[src/rtl/booth_pkg.sv]
// Shared types, widths and the operand-conditioning rule for the Booth multiplier controller.
// Purely declarative: no latency, no flow control.
package booth_pkg;

    localparam int BOOTH_OPW  = 4;
    localparam int BOOTH_PW   = 8;
    localparam int BOOTH_ITER = 4;
    localparam int BOOTH_CNTW = 3;

    localparam logic [BOOTH_OPW-1:0] BOOTH_MOST_NEG    = 4'b1000;
    localparam logic [BOOTH_PW-1:0]  BOOTH_BYPASS_PROD = 8'h40;

    typedef enum logic [1:0] {
        IDLE  = 2'd0,
        START = 2'd1,
        RUN   = 2'd2,
        DONE  = 2'd3
    } booth_ctrl_state_t;

    typedef struct packed {
        logic [BOOTH_OPW-1:0] a;
        logic [BOOTH_OPW-1:0] b;
        logic                 bypass;
    } booth_ops_t;

    // The core's 4-bit partial sum cannot hold -(-8); move -8 to the multiplier
    // side, and when both operands are -8 the result is substituted instead.
    function automatic booth_ops_t booth_condition(
        input logic [BOOTH_OPW-1:0] a,
        input logic [BOOTH_OPW-1:0] b
    );
        booth_ops_t ops;
        ops.a      = a;
        ops.b      = b;
        ops.bypass = 1'b0;
        if (a == BOOTH_MOST_NEG) begin
            if (b == BOOTH_MOST_NEG) begin
                ops.bypass = 1'b1;
            end else begin
                ops.a = b;
                ops.b = BOOTH_MOST_NEG;
            end
        end
        return ops;
    endfunction

endpackage

[src/rtl/booth_acc.sv]
// Running signed sum of captured products, wrapping modulo 2^ACC_W.
// Latency: updates on the capture edge. Backpressure: none, follows the capture strobe.
// Clear wins over the old sum; clear with capture leaves just the new product.
module booth_acc
    import booth_pkg::*;
#(
    parameter int ACC_W = 12
)
(
    input  logic                clk,
    input  logic                rst,
    input  logic                cap,
    input  logic                clr,
    input  logic [BOOTH_PW-1:0] prod,
    output logic [ACC_W-1:0]    acc
);

    logic [ACC_W-1:0] prod_ext;

    assign prod_ext = {{(ACC_W-BOOTH_PW){prod[BOOTH_PW-1]}}, prod};

    always_ff @(posedge clk) begin
        if (rst) begin
            acc <= '0;
        end else if (clr) begin
            acc <= cap ? prod_ext : '0;
        end else if (cap) begin
            acc <= acc + prod_ext;
        end
    end

endmodule

[config.mk]
export PLATFORM = sky130hd
export DESIGN_NAME = booth_acc
export DESIGN_NICKNAME = d
export VERILOG_FILES = /design/src/rtl/booth_pkg.sv /design/src/rtl/booth_acc.sv
export SDC_FILE = /design/constraint.sdc
export NUM_CORES = 1
export LEC_CHECK = 0
export BUFFER_PORTS_ARGS = -buffer_cell sky130_fd_sc_hd__buf_4
export CAP_MARGIN = 25
export CORE_MARGIN = 5
export CORE_UTILIZATION = 53
export CTS_CLUSTER_DIAMETER = 100
export DETAILED_ROUTE_END_ITERATION = 8
export GPL_ROUTABILITY_DRIVEN = 1
export PLACE_DENSITY = 0.81
export SETUP_SLACK_MARGIN = 0.15
export SLEW_MARGIN = 30
export SYNTH_ARGS = -nofsm -noshare
export SYNTH_HDL_FRONTEND = slang
export SYNTH_SLANG_ARGS = --single-unit
[constraint.sdc]
create_clock -name clk -period 2.9 [get_ports clk]
set_clock_uncertainty 0.05 [all_clocks]
set_input_delay 0 -clock clk [delete_from_list [all_inputs] [get_ports clk]]
set_output_delay 0 -clock clk [all_outputs]
set_load 0.005 [all_outputs]
==> flow_metrics.py <==
metrics = {
    "outcome": {
        "status": "completed",
    },
    "clock_tree": {
        "cts_buffers": 3,
        "clk_path_buf_depth": 2,
        "clk_latency_ns": 0.28,
        "tritoncts": "done",
        "ctsRootBufferMaster": "clkbuf_4",
        "clock-sinks": 12,
        "postCtsSetupRepairBufs": 0,
        "htreeDepth": 1,
        "path_clk_slew_ns": 0.08,
    },
    "yosys": {
        "ys_warn_count": 0,
        "synthArstFlopShare": 0,
        "synth.avg_cell_area_um2": 8.351,
        "synthFlopType": "dfxtp_1",
        "syn-cell-area_um2": 1077,
        "syn_nets": 153,
        "ys_seq_area_frac": 0.2230,
        "synth_edf_count": 0,
        "ys_ff_latch": 12,
        "ys_types": 43,
        "netlist_instances": 129,
    },
    "sta": {
        "rsz0062_at_grt": "false",
        "worst_slew_pin_slew_ns": 0.7919,
        "period_minus_slack_ns": 2.604,
        "max_slew_margin": 0.4701,
        "post-route-period-util": 0.8980,
        "finalSetupTns_ns": 0,
        "fmax_ghz": 0.3840,
        "maxSlewViolCount": 0,
        "hold_viol_final": 0,
        "setup_violations": 0,
    },
    "final_layout": {
        "drive_gt1_frac": 0.1923,
        "max_flop_register": "acc",
        "largest_reg_flops": 12,
        "n_antenna_cell": 0,
        "final_area_um2": 1348,
        "nets": 182,
        "area_growth_syn_to_layout_pct": 25.09,
        "top_regs": "acc x12",
    },
    "worst_setup_path": {
        "path_buf_inv": 2,
        "cp_top_family": "adder cells",
        "setup.worst_path.class": "reg2reg",
        "cp_slowest_cell": "dlygate4sd3_1",
        "crit_path_end_kind": "flop",
        "worstPathMaxFanout": 5,
        "worstPathArrival_ns": 2.73,
        "crit_required_ns": 3.02,
        "crit_path_start_kind": "flop",
        "path_cells": "ha_1 > inv_1 > fa_1 > nor2b_4 > o31a_1 > a21oi_1 > a222oi_1 > nor2_1 > dlygate4sd3_1",
        "cp_slowest_stage_delay_ns": 0.56,
    },
    "power": {
        "power.density_nw_per_um2": 370.9,
        "finalPower_uw": 499.8,
        "ir_drop_v": 0.0002618,
        "power_leakage_uw": 0.0005912,
    },
    "placement": {
        "dpl.hpwl_mm": 2.271,
        "gp_congestion": 0.8424,
        "placed_area_um2": 1265,
        "portBuffers": 23,
    },
    "die": {
        "core-area_um2": 1942,
        "pin_count": 24,
        "fp.dieArea_um2": 3034,
        "fp.dieW_um": 55.09,
        "rows": 16,
        "die_h_um": 55.09,
        "start_util": 0.5548,
    },
    "flow_run": {
        "maxCapViolations": 0,
    },
    "drt": {
        "drt-total-wl_mm": 3.013,
        "drc": 0,
        "wl_per_cell_um": 16.46,
        "drt_first_pass_iters": 4,
        "antenna_left": 0,
        "avgViaCountPerCell": 6.361,
        "via_count": 1164,
        "drtIter0Drc": 46,
    },
    "min_path": {
        "hold_class": "in2reg",
    },
    "grt": {
        "grt_pass1_wl_mm": 4.747,
        "grt.total_usage": 0.2205,
        "grt_pass1_vias": 1081,
        "grt.overflow.total": 0,
        "antenna_found_initial": 0,
        "grt_max_degree": 16,
    },
}
-- cell type report --
cell class                 count  area [um^2]
fill                         149        594.3
timing repair buffer          29        232.7
tap                           27        33.78
clock buffer                   3        22.52
sequential                    12        240.2
multi-input combinational    107        799.5
inverter                       5        18.77
-- metal layers --
metal / GRT usage / up-vias / wire length, um
met4: 0.1134 / 0 / 69
li1: - / 560 / -
met2: 0.3661 / 47 / 1470
met3: 0.02949 / 10 / 173
met5: 0 / - / 0
met1: 0.2764 / 547 / 1299
-- worst reg2reg max path: cells and delay by family, from the launching register on --
family	cells	cell delay (ns)
adders and majority gates	2	0.65
buffers and inverters	2	0.63
AOI/OAI and AO/OA	3	0.61
DFF	1	0.36
and+or+nand+nor	2	0.21
-- logic make-up (layout without fill, tap and decap cells) --
kind of cell | Yosys count | count (layout) | share of synthesized area
adder cells (fa/ha/maj) | 12 | 12 | 0.1463
AND/OR/NAND/NOR | 34 | 34 | 0.1812
multiplexers | 2 | 2 | 0.01974
buffers and inverters | 10 | 37 | 0.03485
AO/OA/AOI/OAI | 53 | 53 | 0.3461
flip-flops | 12 | 12 | 0.2230
XOR/XNOR | 6 | 6 | 0.04879
-- layout by cell type, fill, tap and decap left out, types with 4 or more instances in the layout --
cell	n
nand2_1	6
nor2_1	10
buf_4	23
o21ai_0	8
a21o_1	4
a21oi_1	12
nor2b_1	4
a22oi_1	4
dlygate4sd3_1	6
dfxtp_1	12
ha_1	11
inv_1	5
-- worst paths after layout --
kind	startpoint	endpoint	slack, ns	cells past startpoint
hold reg to reg	acc[0]	acc[0]	0.51	2
hold / removal	prod[1]	acc[1]	0.03	5
setup reg to reg	acc[0]	acc[4]	0.30	9
setup / recovery	acc[0]	acc[4]	0.30	9
-- power breakdown --
group / internal, uW / total [uW] / switching (uW)
sequential: 178 / 188 / 10.9
combinational: 97.0 / 202 / 105
clock: 48.2 / 109 / 61.2
total: 323 / 500 / 177
-- synthesized netlist by cell type, types with 2 or more instances --
library cell	count	area share
a22oi_1	4	0.028
nand4_1	2	0.012
nor4b_1	2	0.016
clkbuf_1	5	0.017
a211oi_1	3	0.021
nor2_1	10	0.035
xor2_1	3	0.024
xnor2_1	3	0.024
a21oi_1	12	0.056
nor2b_1	4	0.023
inv_1	5	0.017
nand2_1	6	0.021
o211ai_1	2	0.014
dfxtp_1	12	0.22
a21o_1	4	0.028
a222oi_1	2	0.019
ha_1	11	0.13
o21bai_1	2	0.014
o22ai_1	2	0.012
o21ai_0	8	0.037
o221ai_1	2	0.016
and3_1	2	0.012
and4_1	3	0.024
-- timing repair --
action                                 4_1_cts  5_1_grt
hold buffers                                 6        0
resized for setup                            0        0
endpoints found under the hold margin        6        0
-- through the flow --
step,utilization,setup slack (ns),std cells,hold slack [ns]
global route,0.6939,0.1817,183,0.04669
detailed placement,0.6514,0.6544,174,0.2233
finish,0.6939,0.2959,183,0.03358
floorplan,-,0.7828,129,0.07986
global placement,0.6514,0.7492,174,0.2094
CTS,0.6939,0.3216,183,0.03848
No activity file was read; power rests on OpenSTA's default activity.
